**config.mk**
```make
export PLATFORM = sky130hd
export DESIGN_NAME = arm_ex_stage_mc_flat
export DESIGN_NICKNAME = d
export VERILOG_FILES = /design/src/rtl/arm_ex_stage_mc_if.sv /design/src/rtl/arm_ex_stage_mc.sv /design/src/flat_wrapper.sv
export SDC_FILE = /design/constraint.sdc
export NUM_CORES = 1
export LEC_CHECK = 0
export ABC_CLOCK_PERIOD_IN_PS = 10400
export BUFFER_PORTS_ARGS = -buffer_cell sky130_fd_sc_hd__buf_4
export CORE_MARGIN = 2
export CORE_UTILIZATION = 35
export DETAILED_ROUTE_END_ITERATION = 16
export SLEW_MARGIN = 0
export SYNTH_ARGS = -nofsm -noshare
export SYNTH_HDL_FRONTEND = slang
export SYNTH_SLANG_ARGS = --single-unit
```
**constraint.sdc**
```tcl
create_clock -name clk -period 10.4 [get_ports clk]
set_clock_uncertainty 0.05 [all_clocks]
set_input_delay 2.08 -clock clk [delete_from_list [all_inputs] [get_ports clk]]
set_output_delay 2.08 -clock clk [all_outputs]
set_load 0.01 [all_outputs]
```
**src/rtl/arm_ex_stage_mc_if.sv**
```systemverilog
// EX-stage bundle between ID/EX, the multi-cycle execute stage and the EX/MEM consumer.
// master = upstream/downstream environment, slave = arm_ex_stage_mc.
interface arm_ex_stage_mc_if #(
    parameter int DATA_W = 32,
    parameter int SB_W   = 16
);
    logic              id_valid;
    logic              ex_ready;
    logic              alu_or_mac;
    logic              mac_sel;
    logic [DATA_W-1:0] mac_op1;
    logic [DATA_W-1:0] mac_op2;
    logic [DATA_W-1:0] mac_acc;
    logic [DATA_W-1:0] alu_out;
    logic [3:0]        alu_cpsr;
    logic [3:0]        cpsr_mask;
    logic              cpsr_we_in;
    logic [31:0]       cpsr_in;
    logic [SB_W-1:0]   sb_in;
    logic              mem_ready;
    logic              exmem_valid;
    logic [DATA_W-1:0] exmem_data_result;
    logic [SB_W-1:0]   exmem_sb;
    logic [31:0]       cpsr_result;
    logic              cpsr_we;

    modport master (
        output id_valid, alu_or_mac, mac_sel, mac_op1, mac_op2, mac_acc, alu_out,
               alu_cpsr, cpsr_mask, cpsr_we_in, cpsr_in, sb_in, mem_ready,
        input  ex_ready, exmem_valid, exmem_data_result, exmem_sb, cpsr_result, cpsr_we
    );

    modport slave (
        input  id_valid, alu_or_mac, mac_sel, mac_op1, mac_op2, mac_acc, alu_out,
               alu_cpsr, cpsr_mask, cpsr_we_in, cpsr_in, sb_in, mem_ready,
        output ex_ready, exmem_valid, exmem_data_result, exmem_sb, cpsr_result, cpsr_we
    );
endinterface

```
**src/rtl/arm_ex_stage_mc.sv**
```systemverilog
// ARM execute stage: single-cycle ALU pass-through plus an iterative MUL/MLA unit
// retiring STEP multiplier bits per cycle, feeding a registered EX/MEM output.
module arm_ex_stage_mc #(
    parameter int DATA_W = 32,
    parameter int STEP   = 4,
    parameter int SB_W   = 16
) (
    input logic             clk,
    input logic             rst,
    arm_ex_stage_mc_if.slave bus
);

    localparam int NSTEPS = DATA_W / STEP;
    localparam int CNT_W  = $clog2(NSTEPS + 1);

    typedef enum logic [1:0] {
        IDLE,
        MUL,
        WAIT
    } state_t;

    state_t state, state_nxt;

    logic [DATA_W-1:0] mcand;
    logic [DATA_W-1:0] mplier;
    logic [DATA_W-1:0] psum;
    logic [CNT_W-1:0]  cnt;
    logic [31:0]       cap_cpsr;
    logic [SB_W-1:0]   cap_sb;
    logic              cap_we;

    logic [DATA_W-1:0] out_data;
    logic [SB_W-1:0]   out_sb;
    logic [31:0]       out_cpsr;
    logic              out_valid;
    logic              out_we;

    logic [DATA_W-1:0] pp;
    logic [DATA_W-1:0] mac_sum;
    logic [DATA_W-1:0] mac_res;
    logic              out_free;
    logic              ready;
    logic              xfer;
    logic              last_step;

    logic              ld;
    logic              ld_we;
    logic [DATA_W-1:0] ld_data;
    logic [SB_W-1:0]   ld_sb;
    logic [31:0]       ld_base;
    logic [31:0]       ld_cpsr;
    logic [3:0]        ld_flags;
    logic [3:0]        ld_mask;

    assign out_free  = !out_valid || bus.mem_ready;
    assign ready     = (state == IDLE) && out_free;
    assign xfer      = bus.id_valid && ready;
    assign last_step = (cnt == CNT_W'(NSTEPS - 1));

    // Partial product of the multiplicand with the low STEP multiplier bits;
    // mcand/mplier are pre-shifted each cycle so the weight is implicit.
    always_comb begin
        pp = '0;
        for (int unsigned j = 0; j < STEP; j++) begin
            if (mplier[j]) begin
                pp = pp + (mcand << j);
            end
        end
    end

    assign mac_sum = psum + pp;
    assign mac_res = (state == MUL) ? mac_sum : psum;

    always_comb begin
        state_nxt = state;
        ld        = 1'b0;
        ld_data   = mac_res;
        ld_sb     = cap_sb;
        ld_we     = cap_we;
        ld_base   = cap_cpsr;
        ld_mask   = 4'b1100;
        ld_flags  = {mac_res[DATA_W-1], (mac_res == '0), cap_cpsr[29:28]};
        case (state)
            IDLE: begin
                if (xfer) begin
                    if (bus.alu_or_mac) begin
                        ld       = 1'b1;
                        ld_data  = bus.alu_out;
                        ld_sb    = bus.sb_in;
                        ld_we    = bus.cpsr_we_in;
                        ld_base  = bus.cpsr_in;
                        ld_mask  = bus.cpsr_mask;
                        ld_flags = bus.alu_cpsr;
                    end else begin
                        state_nxt = MUL;
                    end
                end
            end
            MUL: begin
                if (last_step) begin
                    if (out_free) begin
                        ld        = 1'b1;
                        state_nxt = IDLE;
                    end else begin
                        state_nxt = WAIT;
                    end
                end
            end
            WAIT: begin
                if (out_free) begin
                    ld        = 1'b1;
                    state_nxt = IDLE;
                end
            end
            default: state_nxt = IDLE;
        endcase
        ld_cpsr = {(ld_base[31:28] & ~ld_mask) | (ld_flags & ld_mask), ld_base[27:0]};
    end

    always_ff @(posedge clk or posedge rst) begin
        if (rst) begin
            state <= IDLE;
        end else begin
            state <= state_nxt;
        end
    end

    always_ff @(posedge clk or posedge rst) begin
        if (rst) begin
            mcand    <= '0;
            mplier   <= '0;
            psum     <= '0;
            cnt      <= '0;
            cap_cpsr <= '0;
            cap_sb   <= '0;
            cap_we   <= 1'b0;
        end else begin
            case (state)
                IDLE: begin
                    if (xfer && !bus.alu_or_mac) begin
                        mcand    <= bus.mac_op1;
                        mplier   <= bus.mac_op2;
                        psum     <= bus.mac_sel ? bus.mac_acc : '0;
                        cnt      <= '0;
                        cap_cpsr <= bus.cpsr_in;
                        cap_sb   <= bus.sb_in;
                        cap_we   <= bus.cpsr_we_in;
                    end
                end
                MUL: begin
                    psum   <= mac_sum;
                    mcand  <= mcand << STEP;
                    mplier <= mplier >> STEP;
                    cnt    <= cnt + 1'b1;
                end
                default: ;
            endcase
        end
    end

    always_ff @(posedge clk or posedge rst) begin
        if (rst) begin
            out_valid <= 1'b0;
            out_we    <= 1'b0;
            out_data  <= '0;
            out_sb    <= '0;
            out_cpsr  <= '0;
        end else begin
            out_we <= ld && ld_we;
            if (ld) begin
                out_valid <= 1'b1;
                out_data  <= ld_data;
                out_sb    <= ld_sb;
                out_cpsr  <= ld_cpsr;
            end else if (bus.mem_ready) begin
                out_valid <= 1'b0;
            end
        end
    end

    assign bus.ex_ready          = ready;
    assign bus.exmem_valid       = out_valid;
    assign bus.exmem_data_result = out_data;
    assign bus.exmem_sb          = out_sb;
    assign bus.cpsr_result       = out_cpsr;
    assign bus.cpsr_we           = out_we;

endmodule

```
**src/flat_wrapper.sv**
```systemverilog
// flat-port wrapper written by rule: the top's interface ports become plain ports
module arm_ex_stage_mc_flat 
#(
    parameter int DATA_W = 32,
    parameter int STEP   = 4,
    parameter int SB_W   = 16
)
  (clk, rst, bus_id_valid, bus_alu_or_mac, bus_mac_sel, bus_mac_op1, bus_mac_op2, bus_mac_acc, bus_alu_out, bus_alu_cpsr, bus_cpsr_mask, bus_cpsr_we_in, bus_cpsr_in, bus_sb_in, bus_mem_ready, bus_ex_ready, bus_exmem_valid, bus_exmem_data_result, bus_exmem_sb, bus_cpsr_result, bus_cpsr_we);
  arm_ex_stage_mc_if #(.DATA_W(DATA_W), .SB_W(SB_W)) bus_i ();
  input logic clk;
  input logic rst;
  input wire logic [$bits(bus_i.id_valid)-1:0] bus_id_valid;
  input wire logic [$bits(bus_i.alu_or_mac)-1:0] bus_alu_or_mac;
  input wire logic [$bits(bus_i.mac_sel)-1:0] bus_mac_sel;
  input wire logic [$bits(bus_i.mac_op1)-1:0] bus_mac_op1;
  input wire logic [$bits(bus_i.mac_op2)-1:0] bus_mac_op2;
  input wire logic [$bits(bus_i.mac_acc)-1:0] bus_mac_acc;
  input wire logic [$bits(bus_i.alu_out)-1:0] bus_alu_out;
  input wire logic [$bits(bus_i.alu_cpsr)-1:0] bus_alu_cpsr;
  input wire logic [$bits(bus_i.cpsr_mask)-1:0] bus_cpsr_mask;
  input wire logic [$bits(bus_i.cpsr_we_in)-1:0] bus_cpsr_we_in;
  input wire logic [$bits(bus_i.cpsr_in)-1:0] bus_cpsr_in;
  input wire logic [$bits(bus_i.sb_in)-1:0] bus_sb_in;
  input wire logic [$bits(bus_i.mem_ready)-1:0] bus_mem_ready;
  output wire logic [$bits(bus_i.ex_ready)-1:0] bus_ex_ready;
  output wire logic [$bits(bus_i.exmem_valid)-1:0] bus_exmem_valid;
  output wire logic [$bits(bus_i.exmem_data_result)-1:0] bus_exmem_data_result;
  output wire logic [$bits(bus_i.exmem_sb)-1:0] bus_exmem_sb;
  output wire logic [$bits(bus_i.cpsr_result)-1:0] bus_cpsr_result;
  output wire logic [$bits(bus_i.cpsr_we)-1:0] bus_cpsr_we;
  assign bus_i.id_valid = bus_id_valid;
  assign bus_i.alu_or_mac = bus_alu_or_mac;
  assign bus_i.mac_sel = bus_mac_sel;
  assign bus_i.mac_op1 = bus_mac_op1;
  assign bus_i.mac_op2 = bus_mac_op2;
  assign bus_i.mac_acc = bus_mac_acc;
  assign bus_i.alu_out = bus_alu_out;
  assign bus_i.alu_cpsr = bus_alu_cpsr;
  assign bus_i.cpsr_mask = bus_cpsr_mask;
  assign bus_i.cpsr_we_in = bus_cpsr_we_in;
  assign bus_i.cpsr_in = bus_cpsr_in;
  assign bus_i.sb_in = bus_sb_in;
  assign bus_i.mem_ready = bus_mem_ready;
  assign bus_ex_ready = bus_i.ex_ready;
  assign bus_exmem_valid = bus_i.exmem_valid;
  assign bus_exmem_data_result = bus_i.exmem_data_result;
  assign bus_exmem_sb = bus_i.exmem_sb;
  assign bus_cpsr_result = bus_i.cpsr_result;
  assign bus_cpsr_we = bus_i.cpsr_we;
  arm_ex_stage_mc #(.DATA_W(DATA_W), .STEP(STEP), .SB_W(SB_W)) u_core (.clk(clk), .rst(rst), .bus(bus_i));
endmodule
```
==> results of run 1 <==
[Yosys cell counts (4+ instances only)]
| cell | number | area, sq um |
|---|---|---|
| a31oi_1 | 126 | 788 |
| o21a_1 | 16 | 120 |
| inv_1 | 59 | 221 |
| and2_1 | 31 | 194 |
| a211o_1 | 6 | 52.6 |
| a21o_1 | 54 | 405 |
| and3_1 | 33 | 206 |
| ha_1 | 120 | 1500 |
| o211ai_1 | 13 | 97.6 |
| o311ai_0 | 4 | 35.0 |
| xor2_1 | 32 | 280 |
| a21boi_0 | 7 | 52.6 |
| nor2_1 | 238 | 893 |
| nand3b_1 | 5 | 37.5 |
| or3_1 | 10 | 62.6 |
| o21ai_0 | 103 | 515 |
| nor2b_1 | 14 | 87.6 |
| o31ai_1 | 16 | 120 |
| o21bai_1 | 20 | 150 |
| clkbuf_1 | 104 | 390 |
| a211oi_1 | 17 | 128 |
| fa_1 | 4 | 80.1 |
| nor3_1 | 29 | 145 |
| buf_1 | 17 | 63.8 |
| mux2i_1 | 29 | 290 |
| nand2_1 | 515 | 1930 |
| nor4_1 | 7 | 43.8 |
| o22ai_1 | 5 | 31.3 |
| xnor2_1 | 62 | 543 |
| nand3_1 | 51 | 255 |
| a21oi_1 | 173 | 866 |
| nand2b_1 | 15 | 93.8 |
| o21ai_1 | 5 | 25.0 |
| dfrtp_1 | 231 | 5780 |
| nand4_1 | 12 | 75.1 |
| mux2_2 | 41 | 462 |
[sequential cells by signal, summed over array words and instances, names as in the netlist, 4 cells and up]
| name | cells |
|---|---|
| u_core.mplier | 32 |
| u_core.psum | 32 |
| u_core.bus.cpsr_result | 32 |
| u_core.cap_cpsr | 30 |
| u_core.bus.exmem_data_result | 32 |
| u_core.bus.exmem_sb | 16 |
| u_core.cnt | 4 |
| u_core.mcand | 32 |
| u_core.cap_sb | 16 |
[metrics by stage]
| stage | hold slack [ns] | setup slack (ns) | util | area [sq um] |
|---|---|---|---|---|
| after floorplan | 0.396 | 1.79 | - | 17700 |
| after global routing | 0.438 | 0.151 | 0.425 | 21300 |
| after detailed placement | 0.412 | 0.739 | 0.406 | 20300 |
| final | 0.422 | 0.780 | 0.425 | 21300 |
| after global placement | 0.407 | 1.05 | 0.406 | 20300 |
| after CTS | 0.427 | 0.687 | 0.425 | 21300 |
[worst max-delay path by stage]
stage / start / end / slack [ns] / cells past startpoint
final: u_core.mplier[0] / u_core.bus.cpsr_result[30] / 0.78 / 38
after CTS: u_core.mplier[0] / u_core.bus.cpsr_result[30] / 0.69 / 38
after detailed placement: u_core.mplier[0] / u_core.bus.cpsr_result[30] / 0.74 / 38
after global placement: u_core.mplier[0] / u_core.bus.cpsr_result[30] / 1.05 / 38
after floorplan: u_core.mplier[0] / u_core.bus.cpsr_result[31] / 1.79 / 43
after global routing: u_core.mplier[0] / u_core.bus.cpsr_result[30] / 0.15 / 41
[kinds of logic after synthesis]
kind of cell | count (synthesis)
mux | 70
compound gates | 615
fa+ha+maj | 124
simple gates | 978
xor+xnor | 95
buf+inv | 182
flops | 231
[worst max-delay path: cells and delay by family (launching register included)]
family                   cells  cell delay, ns
flip-flops                   1            0.52
buffers and inverters        1            0.10
adder cells (fa/ha/maj)      5            1.78
multiplexers                 2            0.41
AND/OR/NAND/NOR             12            2.20
AO/OA/AOI/OAI               15            4.13
XOR/XNOR                     3            0.36
[cell type report]
type                            instances  area share
Clock buffer                           35      0.0360
Clock inverter                         15     0.00901
Inverter                               60      0.0109
Multi-Input combinational cell       1882       0.529
Sequential cell                       231       0.272
Tap cell                              672      0.0396
Timing Repair Buffer                  292       0.104
[metal layers]
| metal | up-vias | wire length (um) |
|---|---|---|
| li1 | 8480 | - |
| met1 | 8280 | 25900 |
| met2 | 544 | 27200 |
| met3 | 53 | 5030 |
| met4 | 0 | 1080 |
| met5 | - | 0 |
[repair_timing]
item / 4_1_cts / 5_1_grt
hold buffers: 0 / 0
gates resized for setup: 0 / 1
setup endpoints to repair: 0 / 1
==> impl_metrics.toml, run 1 <==
[final_layout]
most-common-layout-cells = "515 x nand2_1, 291 x buf_4, 237 x nor2_1"
final_common_cell = "nand2_1"
multiInputGateArea_sq_um = 11200
fill_cells = 5099
stdcell_count = 3187
fin_nets = 2809
register_area_sq_um = 5780
syn_to_final_growth_pct = 20.3
layout-drive-gt1-share = 0.158
antenna-diode-count = 0

[sta]
timing_max_transition_violations_final = 0
final_hold_viol_count = 0
slew_headroom = 0.372
fmax_mhz = 104
rsz0062_at_grt = "no"
fin_crit_ns = 9.62
final.period_utilization = 0.925
setup_viol = 0
max_slew.worst_pin.slew_ns = 0.942
setup_tns_ns = 0

[global_routing]
grt.overflow.total = 0
grt.met1_usage = 0.291
grt_start_max_net_pins = 114
fraction_of_met2_tracks_used_by_global_routing = 0.361
antenna_violations_before_repair = 0
wire_length_of_the_first_global_routing_pass_um = 94600
busiest_layer = "met2"
first_global_vias = 17200
globalRouteTotalUtil = 0.221
grt_util_met3 = 0.0632

[synth]
synth_ff_type = "dfrtp_1"
mappedNetlistArea_sq_um = 17700
synth.net_count = 2610
synth_seq_cells = 231
synth_simple_gate_area_frac = 0.237
postSynth.asyncResetShare = 1.00
synthesis.area_per_instance_sq_um = 7.70
ys_seq_area_frac = 0.327
synth_cell_type_count = 81
post_synth_adder_cell_area = 0.0895
synthMuxAreaShare = 0.0425
synthCells = 2295
synth_enable_flop_cells = 0
yosysWarnings = 0
synth_xor_area_frac = 0.0479
combinational_family_with_the_most_area_after_synthesis = "simple AND/OR/NAND/NOR gates"
synth_compound_area_frac = 0.218

[critical_path]
timing.critical_path.fanout_max = 14
r2r_setup_slack_ns = 0.78
crit_path_end_kind = "flop"
timing.critical_path.arrival_ns = 10.05
timing_worst_setup_path_type = "flop to flop"
cpMaxStageDelayCell = "a2111oi_1"
critical_path.most_common_cell = "a21oi_1"
worstSetupStartpointType = "flop"
regToRegStartpoint = "u_core.mplier[0]"
cp.required_ns = 10.83
timing.reg2reg.worst_path_depth = 38
critical-path-max-stage-delay_ns = 0.68
rr_endpoint = "u_core.bus.cpsr_result[30]"

[clock_network]
cts.path.max_buffers = 3
cts_htree_levels = 1
worst_setup_hold_path_clk_slew_ns = 0.06
clock_latency_on_the_worst_skew_pair_ns = 0.57
clkSinkCount = 231
postCtsSetupBuffers = 0
clockRootBuffer = "clkbuf_16"
cts_buffers = 27
cts_tree = "yes"

[detailed_routing]
dr_drc_count = 0
postRouteWirelength_um = 59300
first_pass_iters = 6
detail_route.vias_per_cell = 5.45
route.antenna.remaining_nets = 0
drtIter0Drc = 1091
detailroute.via_count = 17400
avgRoutedWirePerCell_um = 18.6

[worst_hold_path]
timing.hold.worst_endpoint = "u_core.cap_cpsr[6]"
hold_path_startpoint = "u_core.cap_cpsr[6]"
hold_path_depth = 2
timing.hold.worst.class = "flop to flop"

[status]
run_status = "finished clean"

[die]
fp.coreArea_sq_um = 50000
num_rows = 82
horiz_die_dim_um = 229
boundaryPins = 274
die_area_sq_um = 52300
start_util = 0.354
fp.dieH_um = 229

[placed_design]
placement.io_buffers = 273
dp_hpwl_um = 43800
routability_cong = 0.934
place.detailed.instances = 3137

[flow_run]
number_of_violations_of_the_max_capacitance_limit = 0
Power of run 1 is left out: the tool's default activity adds up to more than one toggle a clock period on the data nets, which glitch-free logic cannot reach.
==> run 2, diff against run 1 <==
Settings changed: CORE_UTILIZATION 35 to 44, TNS_END_PERCENT from default to 100.
==> run 2 against run 1 <==
Cell count down 4.6%. Non-clock buffer count shrank 2. Critical path depth shrank 1.
==> impl_metrics.toml, run 2 (synthesis results as in run 1) <==
[sta]
hold_slack_ns = 0.422
fmax_mhz = 104
setup_viol = 0
setup_tns_ns = 0
final.period_utilization = 0.929
fin_crit_ns = 9.66
final_hold_viol_count = 0
max_slew.worst_pin.slew_ns = 1.06
slew_headroom = 0.292
rsz0062_at_grt = "no"
timing_max_transition_violations_final = 0

[worst_hold_path]
hold_path_startpoint = "u_core.cap_cpsr[23]"
timing.hold.worst_endpoint = "u_core.cap_cpsr[23]"
hold_path_depth = 2
timing.hold.worst.class = "flop to flop"

[critical_path]
critical_path.most_common_cell = "a21oi_1"
regToRegStartpoint = "u_core.mplier[0]"
critical-path-max-stage-delay_ns = 0.74
timing_worst_setup_path_type = "flop to flop"
crit_path_end_kind = "flop"
worst-path-buf-inv = 0
timing.critical_path.arrival_ns = 10.12
timing.critical_path.max_delay_family = "compound AO/OA/AOI/OAI gates"
cpMaxStageDelayCell = "a2111oi_1"
timing.critical_path.fanout_max = 13
rr_endpoint = "u_core.bus.cpsr_result[30]"
cp.required_ns = 10.86
r2r_setup_slack_ns = 0.74
crit_path_start = "u_core.mplier[0]"
worstSetupStartpointType = "flop"
timing.reg2reg.worst_path_depth = 37

[detailed_routing]
avgRoutedWirePerCell_um = 19.5
postRouteWirelength_um = 59400
top_layer = "met5"
dr_drc_count = 0
detailroute.wirelength.met2_um = 28400
drtIter0Drc = 1064
detailroute.via_count = 17300
detail_route.vias_per_cell = 5.70
route.met3.wl_um = 3590
routedLengthMet1_um = 25500
route.antenna.remaining_nets = 0
first_pass_iters = 7

[clock_network]
cts-hold-fix-buffers = 0
cts.path.max_buffers = 3
postCtsSetupBuffers = 0
worst_setup_hold_path_clk_slew_ns = 0.06
clockRootBuffer = "clkbuf_16"
cts_buffers = 28
cts_tree = "yes"
clkSinkCount = 231
clock_latency_on_the_worst_skew_pair_ns = 0.60
post_cts_resize_count = 0
cts_htree_levels = 1

[global_routing]
antenna_violations_before_repair = 1
grt.overflow.total = 0
first_global_vias = 17000
globalRouteTotalUtil = 0.284
grt_start_max_net_pins = 103
wire_length_of_the_first_global_routing_pass_um = 94200

[final_layout]
syn_to_final_growth_pct = 19.4
fin_nets = 2808
fill_cells = 3849
most-common-layout-cells = "515 x nand2_1, 290 x buf_4, 237 x nor2_1"
layout-drive-gt1-share = 0.157
stdcell_count = 3040
antenna-diode-count = 0
final_common_cell = "nand2_1"
utilization = 0.531

[placed_design]
place.detailed.instances = 2988
routability_cong = 0.886
placement.io_buffers = 273
dp_hpwl_um = 43900

[status]
run_status = "finished clean"

[die]
die_area_sq_um = 41800
fp.dieH_um = 204
horiz_die_dim_um = 204
num_rows = 73
fp.coreArea_sq_um = 39700
start_util = 0.445
boundaryPins = 274

[flow_run]
number_of_violations_of_the_max_capacitance_limit = 0
run 2: changes by cell type in the layout (fill, tap and decap cells not counted), sizes merged:
| cell | before | now |
|---|---|---|
| clkbuf | 35 | 42 |
| clkinv | 6 | 8 |
| inv | 60 | 59 |
| bufinv | 4 | 3 |
| buf | 292 | 290 |
| clkinvlp | 5 | 0 |
run 2: how the worst max path moves through the flow:
stage / end / slack (ns) / cells past startpoint
detailed placement: u_core.bus.cpsr_result[30] / 0.50 / 37
finish: u_core.bus.cpsr_result[30] / 0.74 / 37
global placement: u_core.bus.cpsr_result[30] / 0.55 / 37
floorplan: u_core.bus.cpsr_result[31] / 1.79 / 43
global route: u_core.bus.cpsr_result[31] / 0.09 / 40
CTS: u_core.bus.cpsr_result[30] / 0.51 / 37
run 2: metal layers:
layer	vias up	global-route usage
met2	431	0.481
met4	2	0.0893
met1	8329	0.356
met3	90	0.0671
li1	8476	-
met5	-	0
run 2: stage by stage:
stage,worst slack (ns),instance area (sq um)
2_1_floorplan,1.79,17700
4_1_cts,0.508,21100
6_report,0.741,21100
5_1_grt,0.0893,21100
3_3_place_gp,0.552,20100
3_5_place_dp,0.495,20100
run 2: layout make-up:
cell class / count / area (sq um) / share of cell area
well taps: 525 / 657 / 0.0311
flip-flops and latches: 231 / 5780 / 0.274
clock buffers: 42 / 853 / 0.0404
inverters: 60 / 233 / 0.0110
clock inverters: 10 / 158 / 0.00747
repair buffers: 290 / 2180 / 0.103
multi-input cells: 1882 / 11200 / 0.533
run 2: worst min-delay path: stages, from the launching register on:
cell and delay, ns:
dfrtp_1 0.34, nand2_1 0.05, nand2_1 0.05
Power of run 2 is left out for the same reason.
==> run 3, diff against run 2 <==
Settings changed: ABC_CLOCK_PERIOD_IN_PS 10400 to 12000.
Clock period 10.4 ns to 12 ns, I/O delays scaled along.
==> run 3 against run 2 <==
Cell count stayed put. Hold slack better by 0.0022 ns. Critical path depth is 1 higher. Largest cell class unchanged.
==> impl_metrics.toml, run 3 (synthesis results as in run 1) <==
[status]
run_status = "finished clean"

[sta]
finalWorstSetupSlack_ns = 2.22
rsz0062_at_grt = "no"
setup_tns_ns = 0
final.period_utilization = 0.815
fmax_mhz = 102
final_hold_viol_count = 0
timing_max_transition_violations_final = 0
fin_crit_ns = 9.78
slew_headroom = 0.252
setup_viol = 0
hold_slack_ns = 0.424
max_slew.worst_pin.slew_ns = 1.09

[die]
die_area_sq_um = 41800
num_rows = 73
fp.coreArea_sq_um = 39700
fp.dieH_um = 204
horiz_die_dim_um = 204
start_util = 0.445
boundaryPins = 274

[clock_network]
worst_setup_hold_path_clk_slew_ns = 0.06
postCtsSetupBuffers = 0
cts_htree_levels = 1
clockRootBuffer = "clkbuf_16"
cts-hold-fix-buffers = 0
clkSinkCount = 231
clock_latency_on_the_worst_skew_pair_ns = 0.60
cts_buffers = 28
cts_tree = "yes"
post_cts_resize_count = 0
cts.path.max_buffers = 3

[critical_path]
r2r_setup_slack_ns = 2.22
timing.reg2reg.worst_path_depth = 38
crit_path_end_kind = "flop"
critical-path-max-stage-delay_ns = 0.91
regToRegStartpoint = "u_core.mplier[0]"
timing.critical_path.fanout_max = 33
timing.critical_path.arrival_ns = 10.22
cp.required_ns = 12.44
worst_setup_path_end = "u_core.bus.cpsr_result[30]"
worstSetupStartpointType = "flop"
critical_path.most_common_cell = "a21oi_1"
crit_path_start = "u_core.mplier[0]"
cpMaxStageDelayCell = "a2111oi_0"
timing_worst_setup_path_type = "flop to flop"
rr_endpoint = "u_core.bus.cpsr_result[30]"

[detailed_routing]
avgRoutedWirePerCell_um = 19.6
drtIter0Drc = 1302
route.antenna.remaining_nets = 0
dr_drc_count = 0
first_pass_iters = 5
detailroute.via_count = 17300
detail_route.vias_per_cell = 5.69
postRouteWirelength_um = 59700

[global_routing]
first_global_vias = 16900
grt.met1_usage = 0.360
wire_length_of_the_first_global_routing_pass_um = 94200
grt_util_met3 = 0.0657
grt.overflow.total = 0
busiest_layer = "met2"
grt_start_max_net_pins = 102
globalRouteTotalUtil = 0.284
fraction_of_met2_tracks_used_by_global_routing = 0.484
antenna_violations_before_repair = 5

[final_layout]
register_area_sq_um = 5780
syn_to_final_growth_pct = 19.0
fill_cells = 3865
layout-drive-gt1-share = 0.156
most-common-layout-cells = "515 x nand2_1, 288 x buf_4, 237 x nor2_1"
stdcell_count = 3040
multiInputGateArea_sq_um = 11200
fin_nets = 2806
final_common_cell = "nand2_1"

[placed_design]
detailedPlace.worstSlack_ns = 2.31
place.detailed.instances = 2986
dp_hpwl_um = 43900
routability_cong = 0.926
placement.io_buffers = 273

[worst_hold_path]
timing.hold.worst.class = "flop to flop"

[flow_run]
number_of_violations_of_the_max_capacitance_limit = 0
run 3: metrics by stage:
stage	cell area, sq um	util
after global placement	20100	0.505
after floorplan	17700	-
after CTS	21000	0.529
final	21000	0.529
after detailed placement	20100	0.505
after global routing	21000	0.529
run 3: per-layer routing:
| layer | wire [um] | vias up |
|---|---|---|
| met5 | 37 | - |
| met4 | 1620 | 6 |
| met3 | 3990 | 82 |
| li1 | - | 8464 |
| met2 | 28700 | 447 |
| met1 | 25300 | 8310 |
run 3: critical path, delay by kind of cell (launching register included):
| kind | cells | cell delay, ns |
|---|---|---|
| xor gates and xnor gates | 3 | 0.31 |
| muxes | 4 | 0.95 |
| AOI/OAI and AO/OA | 16 | 3.91 |
| DFF | 1 | 0.36 |
| and+or+nand+nor | 9 | 2.10 |
| adders and majority gates | 5 | 1.76 |
| buffers and inverters | 1 | 0.24 |
run 3: how the worst min path moves through the flow:
stage / start / to / slack (ns) / cells after the start
after CTS: u_core.cap_cpsr[5] / u_core.cap_cpsr[5] / 0.43 / 2
after detailed placement: u_core.cap_cpsr[16] / u_core.cap_cpsr[16] / 0.41 / 2
after global routing: u_core.cap_cpsr[5] / u_core.cap_cpsr[5] / 0.45 / 2
after floorplan: u_core.cap_cpsr[0] / u_core.cap_cpsr[0] / 0.40 / 2
final: u_core.cap_sb[14] / u_core.cap_sb[14] / 0.42 / 2
after global placement: u_core.cap_cpsr[4] / u_core.cap_cpsr[4] / 0.41 / 2
run 3: area by class of cell:
type,instances,area share
inverters,60,0.0111
repair buffers,288,0.103
well taps,525,0.0312
flip-flops and latches,231,0.275
multi-input cells,1882,0.535
clock buffers,40,0.0383
diodes,2,0.000238
clock inverters,12,0.00673
Power of run 3 is left out for the same reason.
